### src/rtl/piece_move_scheduler.sv
// piece_move_scheduler
//
// Sequences every movement of the active tetromino. Player and gravity
// requests are latched into a pending set. They are served one at a time in
// round-robin order by enabling the matching collision checker. A move is
// committed only when its checker reports no collision. A colliding gravity
// step raises lock_piece instead. The board RAM read port is shared between
// the running checker and the render engine. Render wins whenever the
// scheduler is idle.
//
// Ports
//   clk, resetn            clock, asynchronous active-low reset
//   new_piece              load spawn position / rotation 0, drop all requests
//   req_rotate/left/right/down  one-cycle request pulses
//   chk_enable[3:0]        one-hot checker enable (0 rotate, 1 left, 2 right, 3 down)
//   chk_complete[3:0]      per-checker completion pulse
//   chk_collides[3:0]      per-checker collision result
//   chk_addr0..3[7:0]      per-checker RAM address
//   render_req, render_addr  render engine port request / address
//   render_gnt             render owns the RAM port this cycle (combinational)
//   ram_addr[7:0]          board RAM read address (combinational)
//   X_anchor, Y_anchor, curr_rotation  active piece position and rotation
//   lock_piece             one-cycle pulse: gravity step collided
//   busy                   high while a move is being checked or committed
module piece_move_scheduler #(
    parameter logic [4:0] SPAWN_X = 5'd4,
    parameter logic [5:0] SPAWN_Y = 6'd0,
    parameter logic [2:0] TIMEOUT = 3'd7
) (
    input  logic       clk,
    input  logic       resetn,
    input  logic       new_piece,
    input  logic       req_rotate,
    input  logic       req_left,
    input  logic       req_right,
    input  logic       req_down,
    output logic [3:0] chk_enable,
    input  logic [3:0] chk_complete,
    input  logic [3:0] chk_collides,
    input  logic [7:0] chk_addr0,
    input  logic [7:0] chk_addr1,
    input  logic [7:0] chk_addr2,
    input  logic [7:0] chk_addr3,
    input  logic       render_req,
    input  logic [7:0] render_addr,
    output logic       render_gnt,
    output logic [7:0] ram_addr,
    output logic [4:0] X_anchor,
    output logic [5:0] Y_anchor,
    output logic [1:0] curr_rotation,
    output logic       lock_piece,
    output logic       busy
);

    typedef enum logic [1:0] {
        ST_IDLE   = 2'd0,
        ST_CHECK  = 2'd1,
        ST_COMMIT = 2'd2
    } state_t;

    localparam logic [1:0] MV_ROTATE = 2'd0;
    localparam logic [1:0] MV_LEFT   = 2'd1;
    localparam logic [1:0] MV_RIGHT  = 2'd2;
    localparam logic [1:0] MV_DOWN   = 2'd3;

    state_t     state_q, state_d;
    logic [3:0] pending_q, pending_d;
    logic [1:0] rr_q, rr_d;
    logic [1:0] sel_q, sel_d;
    logic       coll_q, coll_d;
    logic [2:0] tmo_q, tmo_d;
    logic [4:0] x_q, x_d;
    logic [5:0] y_q, y_d;
    logic [1:0] rot_q, rot_d;
    logic [3:0] chk_enable_q, chk_enable_d;
    logic       lock_q, lock_d;
    logic       busy_q, busy_d;

    logic [3:0] set_bits;
    logic [3:0] clr_bits;
    logic [1:0] pick;
    logic [7:0] chk_addr_sel;

    // First pending bit at or after ptr, wrapping 3->0. Scanning from the
    // farthest offset down lets the nearest candidate overwrite the result.
    function automatic logic [1:0] rr_pick(input logic [3:0] pend, input logic [1:0] ptr);
        logic [1:0] idx;
        rr_pick = ptr;
        for (int k = 3; k >= 0; k--) begin
            idx = ptr + 2'(k);
            if (pend[idx]) begin
                rr_pick = idx;
            end
        end
    endfunction

    assign set_bits = {req_down, req_right, req_left, req_rotate};
    assign pick     = rr_pick(pending_q, rr_q);

    always_comb begin
        case (sel_q)
            MV_ROTATE: chk_addr_sel = chk_addr0;
            MV_LEFT:   chk_addr_sel = chk_addr1;
            MV_RIGHT:  chk_addr_sel = chk_addr2;
            default:   chk_addr_sel = chk_addr3;
        endcase
    end

    always_comb begin
        state_d  = state_q;
        rr_d     = rr_q;
        sel_d    = sel_q;
        coll_d   = coll_q;
        tmo_d    = tmo_q;
        x_d      = x_q;
        y_d      = y_q;
        rot_d    = rot_q;
        lock_d   = 1'b0;
        clr_bits = 4'b0000;

        case (state_q)
            ST_IDLE: begin
                if (!render_req && (pending_q != 4'b0000)) begin
                    sel_d   = pick;
                    rr_d    = pick + 2'd1;
                    tmo_d   = 3'd0;
                    state_d = ST_CHECK;
                end
            end
            ST_CHECK: begin
                if (chk_complete[sel_q]) begin
                    coll_d  = chk_collides[sel_q];
                    state_d = ST_COMMIT;
                end else if ((tmo_q + 3'd1) == TIMEOUT) begin
                    // A checker that never answers is treated as a collision.
                    coll_d  = 1'b1;
                    state_d = ST_COMMIT;
                end else begin
                    tmo_d = tmo_q + 3'd1;
                end
            end
            ST_COMMIT: begin
                state_d         = ST_IDLE;
                clr_bits[sel_q] = 1'b1;
                if (!coll_q) begin
                    case (sel_q)
                        MV_ROTATE: rot_d = rot_q + 2'd1;
                        MV_LEFT:   x_d   = x_q - 5'd1;
                        MV_RIGHT:  x_d   = x_q + 5'd1;
                        default:   y_d   = y_q + 6'd1;
                    endcase
                end else if (sel_q == MV_DOWN) begin
                    // The piece is landing: anything still queued is stale.
                    lock_d   = 1'b1;
                    clr_bits = 4'b1111;
                end
            end
            default: state_d = ST_IDLE;
        endcase

        // A request arriving on the clearing edge survives.
        pending_d = (pending_q & ~clr_bits) | set_bits;

        if (new_piece) begin
            state_d   = ST_IDLE;
            pending_d = 4'b0000;
            x_d       = SPAWN_X;
            y_d       = SPAWN_Y;
            rot_d     = 2'd0;
            lock_d    = 1'b0;
        end

        chk_enable_d = (state_d == ST_CHECK) ? (4'b0001 << sel_d) : 4'b0000;
        busy_d       = (state_d != ST_IDLE);
    end

    always_ff @(posedge clk or negedge resetn) begin
        if (!resetn) begin
            state_q      <= ST_IDLE;
            pending_q    <= 4'b0000;
            rr_q         <= 2'd0;
            sel_q        <= 2'd0;
            coll_q       <= 1'b0;
            tmo_q        <= 3'd0;
            x_q          <= SPAWN_X;
            y_q          <= SPAWN_Y;
            rot_q        <= 2'd0;
            chk_enable_q <= 4'b0000;
            lock_q       <= 1'b0;
            busy_q       <= 1'b0;
        end else begin
            state_q      <= state_d;
            pending_q    <= pending_d;
            rr_q         <= rr_d;
            sel_q        <= sel_d;
            coll_q       <= coll_d;
            tmo_q        <= tmo_d;
            x_q          <= x_d;
            y_q          <= y_d;
            rot_q        <= rot_d;
            chk_enable_q <= chk_enable_d;
            lock_q       <= lock_d;
            busy_q       <= busy_d;
        end
    end

    // RAM port arbitration: render only while idle, the active checker in CHECK.
    always_comb begin
        render_gnt = 1'b0;
        ram_addr   = 8'd0;
        case (state_q)
            ST_IDLE: begin
                if (render_req) begin
                    render_gnt = 1'b1;
                    ram_addr   = render_addr;
                end
            end
            ST_CHECK: ram_addr = chk_addr_sel;
            default: ;
        endcase
    end

    assign chk_enable    = chk_enable_q;
    assign X_anchor      = x_q;
    assign Y_anchor      = y_q;
    assign curr_rotation = rot_q;
    assign lock_piece    = lock_q;
    assign busy          = busy_q;

endmodule

### config.mk
export PLATFORM = sky130hd
export DESIGN_NAME = piece_move_scheduler
export DESIGN_NICKNAME = d
export VERILOG_FILES = /design/src/rtl/piece_move_scheduler.sv
export SDC_FILE = /design/constraint.sdc
export NUM_CORES = 1
export LEC_CHECK = 0
export BUFFER_PORTS_ARGS = -buffer_cell sky130_fd_sc_hd__buf_2
export CORE_ASPECT_RATIO = 1.25
export CORE_UTILIZATION = 52
export DETAILED_ROUTE_END_ITERATION = 8
export PLACE_DENSITY_LB_ADDON = 0.3
export SLEW_MARGIN = 25
export SYNTH_ARGS = -nofsm -noshare
export SYNTH_HDL_FRONTEND = slang
export SYNTH_SLANG_ARGS = --single-unit
### constraint.sdc
create_clock -name clk -period 6.3 [get_ports clk]
set_clock_uncertainty 0.2 [all_clocks]
set_input_delay 1.575 -clock clk [delete_from_list [all_inputs] [get_ports clk]]
set_output_delay 1.575 -clock clk [all_outputs]
set_load 0.005 [all_outputs]
==> flow_summary.toml, run 1 <==
[timing]
worst_slew_pin_slew_ps = 898
rsz0062_at_grt = "false"
period_share = 0.714
hold_violations = 0
drv_slew = 0
layout_min_cycle_time_ps = 4500
tns_ps = 0
relSlewSlack = 0.400
fmax_mhz = 222
hold_ws_ps = 336
setup_viol = 0

[outcome]
status = "finished with violations"
violations = "design-rule violations"

[drt]
drt_iter0_drc = 147
drc = 12
ant_nets = 0
first_pass_iters = 8
routed_wl_um = 4720
avgViaCountPerCell = 5.58
vias = 1848
wl_per_cell_um = 14.3

[global_routing]
grt-ovfl-total = 0
grt_util_all_layers = 0.235
antenna_found_initial = 0
grt_pass1_wl_um = 7360
grt_max_degree = 34
grt_pass1_vias = 1729

[yosys]
yosysUniqueCellTypes = 41
synthAdderAreaFrac = 0.0781
synth-compound-area-share = 0.208
synthArstFlopShare = 1.00
ys.warnings.count = 0
synth_top_family_by_area = "compound AO/OA/AOI/OAI gates"
synthTopCellsByArea = "dfrtp_1, ha_1, nor2_1, a21oi_1, o21ai_0"
synth_top_cell_area_share = 0.397
synth-simple-area-share = 0.167
synth_fp_nets = 279
synth_top_cell_by_area = "dfrtp_1"
yosysSeqAreaShare = 0.410
synthMuxAreaShare = 0.0502
synth_xor_area_frac = 0.0564
synth_edf_count = 0
syn_area_per_cell_um2 = 9.56
synthCells = 211
synth_seq_cells = 33
syn_area_um2 = 2020
ys.flop_type = "dfrtp_1"

[finish]
final_common_cell = "buf_2"
drive_gt1_frac = 0.353
instances_no_fill = 331
nFillCells = 276
nNetsFinal = 359
n_antenna_cell = 0
areaGrowthSynthToFinish_pct = 26.0
layout_common_cells = "buf_2, dfrtp_1, nor2_1, a21oi_1"
final_core_util = 0.706

[clocking]
cts.sinks = 33
clkTransAtPathRegs_ps = 60
root_buffer = "clkbuf_8"
clock_path_buffers = 2
htree_levels = 2
holdBufCountCts = 0
cts_tree = "built"
post_cts_buffers = 0
clock_latency_ps = 280
cts_resized = 0
numCtsBuffers = 5

[placement]
hpwl_um = 3520
dpl.cell_count = 323
routabilityCongestion = 0.764
port_buffers = 83

[setup_path]
crit_arrival_ps = 2720
cp-end-kind = "output port"
required_ps = 4530
cp_max_fo = 9
critical_path_class = "in -> out"
crit_path_start_kind = "primary input"

[power_and_ir_drop]
vdd_drop_max_v = 0.000266
p_per_area_nw_per_um2 = 317
p_leak_nw = 1.34
p_total_mw = 0.807

[die]
initial_core_util = 0.560
dieHeight_um = 71.7
die_x_um = 57.7
ios = 84
rows = 24
core_area_um2 = 3600
dieArea_um2 = 4140

[run]
maxCapViolCount = 0

[min_path]
hold_class = "reg -> reg"
[flip-flops by register name (all words and copies together) (netlist names)]
name,flops
state_q,2
Y_anchor,6
X_anchor,5
coll_q,1
tmo_q,3
pending_q,4
curr_rotation,2
sel_q,2
chk_enable,4
busy,1
lock_piece,1
rr_q,2
[worst paths after layout]
check / slack [ps] / to / depth (start not counted) / from
min in group asynchronous: 1140 / Y_anchor[5] / 1 / resetn
min: 340 / tmo_q[2] / 1 / tmo_q[2]
max: 1800 / ram_addr[3] / 5 / render_req
max in group asynchronous: 4290 / chk_enable[3] / 1 / resetn
min reg2reg: 340 / tmo_q[2] / 1 / tmo_q[2]
max reg2reg: 3420 / X_anchor[4] / 9 / sel_q[0]
[cell usage after synthesis (all sizes together), types with 3 or more instances]
| cell | instances |
|---|---|
| a21o | 4 |
| nand2 | 18 |
| nand3 | 4 |
| a21oi | 20 |
| ha | 11 |
| mux2i | 3 |
| xnor2 | 5 |
| nor2b | 7 |
| nor2 | 31 |
| dfrtp | 32 |
| clkbuf | 8 |
| xor2 | 8 |
| a222oi | 8 |
| inv | 6 |
| o21ai | 18 |
[cell families after synthesis]
kind of cell / count (synthesis)
and+or+nand+nor: 72
DFF: 33
xor gates and xnor gates: 13
buffers and inverters: 16
adders and majority gates: 12
muxes: 7
AOI/OAI and AO/OA: 58
[metal layers]
layer  part of all wire  global-route usage
met3              0.068              0.0415
met4              0.013               0.106
met5                  0                   0
met2               0.53               0.444
met1               0.39               0.250
[critical path: stages]
cell     delay, ps
buf_2           80
nor3b_1        720
nand2_1        100
o21ai_0        100
buf_2          140
[report_power, final]
part / internal (mW) / leakage [nW] / switching, mW / total [mW]
combinational: 0.159 / 0.843 / 0.190 / 0.349
sequential: 0.241 / 0.438 / 0.0435 / 0.285
clock: 0.0987 / 0.0542 / 0.0744 / 0.173
[stage by stage]
| step | setup WS, ps | instance area, um^2 |
|---|---|---|
| 2_1_floorplan | 2130 | 2020 |
| 3_3_place_gp | 1850 | 2440 |
| 3_5_place_dp | 1810 | 2440 |
| 4_1_cts | 1790 | 2540 |
| 5_1_grt | 1630 | 2540 |
| 6_report | 1800 | 2540 |
[area by class of cell]
class	count	area, um^2	share of cell area
flip-flops and latches	33	827	0.325
repair buffers	83	415	0.163
well taps	39	48.8	0.0192
clock inverters	1	5.00	0.00197
inverters	6	22.5	0.00885
clock buffers	7	96.3	0.0379
multi-input cells	162	1130	0.444
(Power assumes the default switching activity.)
==> run 2: changes to the inputs <==
--- a/config.mk
+++ b/config.mk
@@ -5,9 +5,10 @@
 export SDC_FILE = /design/constraint.sdc
 export NUM_CORES = 1
 export LEC_CHECK = 0
+export ABC_AREA = 1
 export BUFFER_PORTS_ARGS = -buffer_cell sky130_fd_sc_hd__buf_2
 export CORE_ASPECT_RATIO = 1.25
-export CORE_UTILIZATION = 52
+export CORE_UTILIZATION = 44
 export DETAILED_ROUTE_END_ITERATION = 8
 export PLACE_DENSITY_LB_ADDON = 0.3
 export SLEW_MARGIN = 25
==> constraint.sdc (replaced) <==
create_clock -name clk -period 4.1 [get_ports clk]
set_clock_uncertainty 0.2 [all_clocks]
set_input_delay 1.025 -clock clk [delete_from_list [all_inputs] [get_ports clk]]
set_output_delay 1.025 -clock clk [all_outputs]
set_load 0.005 [all_outputs]
==> run 2 against run 1 <==
  * The flow now finishes without violations
  * Hold slack worse by 20 ps
  * Critical path depth is 2 higher
  * Cell count is 30% higher
  * Via count is 17% higher
  * Count of clock-buffer cells in the layout is 1 lower
  * Sequential power is 57% higher
  * Global-route usage is 3.2 points lower
  * Routed wire length is 8.9% higher
  * Worst setup slack worse by 910 ps
  * Largest cell class unchanged
==> flow_summary.toml, run 2 <==
[global_routing]
grt-ovfl-total = 0
antenna_found_initial = 0
grt_max_degree = 34
grt_pass1_wl_um = 8250
grt_pass1_vias = 1863
grt_util_all_layers = 0.203

[clocking]
clock_latency_ps = 280
clock_path_buffers = 2
holdBufCountCts = 0
clkTransAtPathRegs_ps = 70
cts.sinks = 33
cts_resized = 0
root_buffer = "clkbuf_8"
numCtsBuffers = 5
post_cts_buffers = 0
cts_tree = "built"
htree_levels = 2

[finish]
n_antenna_cell = 0
drive_gt1_frac = 0.302
seqCellArea_um2 = 827
areaGrowthSynthToFinish_pct = 25.1
layout_common_cells = "buf_2, nand2_1, o21ai_0, dfrtp_1, inv_1"
final_area_um2 = 2710
nNetsFinal = 438
final_common_cell = "buf_2"
largest_reg_flops = 6
multi_input_area_um2 = 1160
final_core_util = 0.572
nFillCells = 442

[power_and_ir_drop]
p_int_mw = 0.772
vdd_drop_max_v = 0.000267
clockPowerShare = 0.165
p_total_mw = 1.39
power_frac_seq = 0.321
p_sw_mw = 0.621
power_frac_comb = 0.514
p_per_area_nw_per_um2 = 515
swShare = 0.446
p_leak_nw = 1.46

[die]
rows = 28
die_x_um = 64.7
core_area_um2 = 4730
dieArea_um2 = 5200
dieHeight_um = 80.4
initial_core_util = 0.457
ios = 84

[timing]
tns_ps = 0
drv_slew = 0
worst_slew_pin_slew_ps = 726
hold_violations = 0
period_share = 0.782
fmax_mhz = 312
rsz0062_at_grt = "false"
setup_viol = 0
relSlewSlack = 0.514
hold_ws_ps = 316
layout_min_cycle_time_ps = 3210

[setup_path]
required_ps = 2870
ff2ff_path_depth = 8
crit_path_start_kind = "flip-flop"
endpoint = "ram_addr[2]"
setup.worst_path.start = "sel_q[1]"
cp_max_fo = 11
crit_arrival_ps = 1980
rrSetupSlack_ps = 1640
critical_path_class = "reg -> out"
r2r-start = "sel_q[0]"
regToRegEndpoint = "X_anchor[3]"
cp-end-kind = "output port"

[yosys]
synthMuxAreaShare = 0
ys.flop_type = "dfrtp_1"
synth_fp_nets = 354
syn_area_um2 = 2160
syn_area_per_cell_um2 = 7.56
synth_top_cell_area_share = 0.370
synthTopCellsByArea = "dfrtp_1, nand2_1, o21ai_0, ha_1, inv_1"
yosysUniqueCellTypes = 33
synth-compound-area-share = 0.171
synthAdderAreaFrac = 0.0729
synth.most_common_cell = "nand2_1"
synth_top_family_by_area = "simple AND/OR/NAND/NOR gates"
yosys-top-cells-count = "nand2_1, o21ai_0, dfrtp_1, inv_1, nand3_1"
synth-simple-area-share = 0.270
synth_seq_cells = 33
synthCells = 286
ys.warnings.count = 0
synth_xor_area_frac = 0.0243
yosysSeqAreaShare = 0.382
synth_top_cell_by_area = "dfrtp_1"
synthArstFlopShare = 1.00
synth_edf_count = 0

[drt]
ant_nets = 0
routed_wl_um = 5140
drc = 0
wl_per_cell_um = 11.9
avgViaCountPerCell = 5.03
first_pass_iters = 4
vias = 2167
drt_iter0_drc = 107

[min_path]
hold_class = "reg -> reg"

[outcome]
status = "finished, final reports clean"

[placement]
hpwl_um = 4050
routabilityCongestion = 0.841
port_buffers = 83
place_area_um2 = 2620

[run]
maxCapViolCount = 0
[run 2: cells by family (layout without fill, tap and decap cells)]
group,count (synthesis),in the layout
flops,33,33
xor+xnor,6,6
buf+inv,42,127
fa+ha+maj,12,12
compound gates,63,63
simple gates,130,130
[run 2: final cells by class]
type                            instances  area share
Inverter                               36      0.0527
Sequential cell                        33       0.306
Tap cell                               60      0.0277
Clock inverter                          2     0.00370
Timing Repair Buffer                   83       0.153
Clock buffer                            6      0.0268
Multi-Input combinational cell        211       0.430
[run 2: metal layers]
| metal | vias to the layer above | track usage | routed length, um |
|---|---|---|---|
| met4 | 0 | 0.0422 | 23 |
| li1 | 1113 | - | - |
| met3 | 4 | 0.0611 | 224 |
| met5 | - | 0 | 0 |
| met1 | 1013 | 0.254 | 2270 |
| met2 | 37 | 0.343 | 2630 |
[run 2: worst min-delay path by stage]
stage	endpoint	cells past startpoint	slack, ps	startpoint
detailed placement	pending_q[3]	2	300	pending_q[3]
global route	tmo_q[0]	1	350	tmo_q[0]
finish	pending_q[3]	2	320	pending_q[3]
floorplan	pending_q[3]	2	280	pending_q[3]
global placement	pending_q[3]	2	300	pending_q[3]
CTS	X_anchor[2]	2	320	X_anchor[2]
[run 2: critical path, cell delays in order (launching register included)]
cell      delay (ps)
dfrtp_1          470
inv_1            200
ha_1             440
nand2_1           90
nand2_1           80
a221oi_1          50
o21ai_0          220
buf_2            150
[run 2: power groups by stage]
stage | registers [mW] | clock network, mW | logic [mW]
CTS | 0.447 | 0.235 | 0.723
global route | 0.456 | 0.251 | 0.834
detailed placement | 0.452 | 0 | 0.719
global placement | 0.450 | 0 | 0.712
finish | 0.447 | 0.230 | 0.717
floorplan | 0.425 | 0 | 0.570
[run 2: stage by stage]
| stage | setup slack (ps) | instances |
|---|---|---|
| final | 894 | 431 |
| after global routing | 663 | 431 |
| after CTS | 911 | 431 |
| after detailed placement | 1100 | 423 |
| after global placement | 1150 | 423 |
| after floorplan | 1450 | 286 |
==> run 3: changes to the inputs <==
==> constraint.sdc (replaced) <==
create_clock -name clk -period 2.81 [get_ports clk]
set_clock_uncertainty 0.2 [all_clocks]
set_input_delay 0.7025 -clock clk [delete_from_list [all_inputs] [get_ports clk]]
set_output_delay 0.7025 -clock clk [all_outputs]
set_load 0.005 [all_outputs]
==> run 3 against run 2 <==
  * First-iteration DRC count is 45% lower
  * Die area stayed put
  * Worst setup slack worse by 720 ps
  * Sequential power is 45% higher
  * Cell area is 2.4% higher
  * Flip-flop and latch count stayed put
  * Routed wire length is 4.5% higher
  * Cell count is 0.23% higher
  * Sequential share of layout area is 0.66 points lower
  * Non-clock buffer count is 1 higher
  * Via count is 1.9% higher
  * Critical path type unchanged
  * Largest power group unchanged
==> flow_summary.toml, run 3 (same netlist as run 2, synthesis figures left out) <==
[outcome]
status = "finished, final reports clean"

[drt]
ant_nets = 0
wl_per_cell_um = 12.4
routed_wl_um = 5380
avgViaCountPerCell = 5.11
drt_iter0_drc = 59
drc = 0
first_pass_iters = 5
vias = 2208

[clocking]
cts.sinks = 33
htree_levels = 2
cts_tree = "built"
root_buffer = "clkbuf_8"
clock_path_buffers = 2
numCtsBuffers = 5
clock_latency_ps = 290
clkTransAtPathRegs_ps = 70
post_cts_buffers = 0

[timing]
rsz0062_at_grt = "false"
hold_violations = 0
setup_viol = 0
worst_slack_ps = 176
fmax_mhz = 380
tns_ps = 0
drv_slew = 0
period_share = 0.937
layout_min_cycle_time_ps = 2630
worst_slew_pin_slew_ps = 727
relSlewSlack = 0.515

[die]
ios = 84
rows = 28
core_area_um2 = 4730
initial_core_util = 0.457
dieArea_um2 = 5200
dieHeight_um = 80.4
die_x_um = 64.7

[placement]
hpwl_um = 4170
place_worst_setup_slack_ps = 354
routabilityCongestion = 0.799
port_buffers = 83

[min_path]
hold_class = "in -> async"

[global_routing]
grt_max_degree = 34
antenna_found_initial = 0
grt_pass1_vias = 2000
grt_pass1_wl_um = 8800
grt-ovfl-total = 0
grt_util_all_layers = 0.223

[finish]
final_core_util = 0.586
areaGrowthSynthToFinish_pct = 28.1
drive_gt1_frac = 0.317
n_antenna_cell = 0
nNetsFinal = 439
final_common_cell = "buf_2"
nFillCells = 447
largest_reg_flops = 6
layout_common_cells = "buf_2, nand2_1, o21ai_0, dfrtp_1, inv_1"

[setup_path]
cp-end-kind = "output port"
required_ps = 1910
cp_max_fo = 16
crit_arrival_ps = 1730
crit_path_start_kind = "flip-flop"
critical_path_class = "reg -> out"

[power_and_ir_drop]
p_per_area_nw_per_um2 = 796
vdd_drop_max_v = 0.000360
p_leak_nw = 1.48
p_total_mw = 2.20

[run]
maxCapViolCount = 0
[run 3: cell types whose count changed in the layout (fill, tap and decap cells not counted), sizes merged]
| cell | before | now |
|---|---|---|
| buf | 83 | 84 |
| clkbuf | 6 | 7 |
| clkinv | 3 | 1 |
| inv | 35 | 34 |
| bufinv | 0 | 1 |
| clkinvlp | 0 | 1 |
[run 3: layout make-up]
type | count | area (um^2) | share of cell area
Sequential cell | 33 | 828 | 0.299
Multi-Input combinational cell | 211 | 1180 | 0.426
Clock buffer | 7 | 86.3 | 0.0312
Clock inverter | 1 | 30.0 | 0.0108
Inverter | 36 | 146 | 0.0528
Tap cell | 60 | 75.1 | 0.0271
Timing Repair Buffer | 84 | 423 | 0.153
[run 3: critical path, stage by stage (launching register included)]
cell and delay, ps:
dfrtp_2 460, ha_1 260, clkinvlp_4 190, nand2_1 80, a221oi_1 220, o21ai_0 110, buf_2 130
[run 3: per-layer routing]
metal	up-vias	global-route usage	part of all wire
li1	1122	-	-
met2	54	0.350	0.50
met3	17	0.0653	0.047
met1	1015	0.271	0.42
met4	0	0.120	0.030
met5	-	0	0
[run 3: where the power goes]
group	switching (mW)	internal, mW
registers	0.0987	0.551
logic	0.654	0.435
clock network	0.177	0.289
total	0.930	1.27
[run 3: worst paths after layout]
check | end | depth (start not counted) | startpoint | slack [ps]
max reg2reg | X_anchor[4] | 8 | sel_q[0] | 580
min | sel_q[1] | 1 | resetn | 270
min reg2reg | X_anchor[3] | 2 | X_anchor[3] | 320
max | ram_addr[1] | 6 | sel_q[0] | 180
min in group clk | X_anchor[3] | 2 | X_anchor[3] | 320
max in group asynchronous | sel_q[0] | 1 | resetn | 1630
[run 3: repair_timing]
item                                    in CTS  in global routing
hold buffers                                 0                  0
gates resized for setup                      0                  6
endpoints found under the setup margin       0                  8
[run 3: metrics by stage]
stage,area (um^2),hold slack (ps),std cells
2_1_floorplan,2160,207,286
3_3_place_gp,2630,297,424
3_5_place_dp,2630,306,424
4_1_cts,2750,284,432
5_1_grt,2770,321,432
6_report,2770,268,432
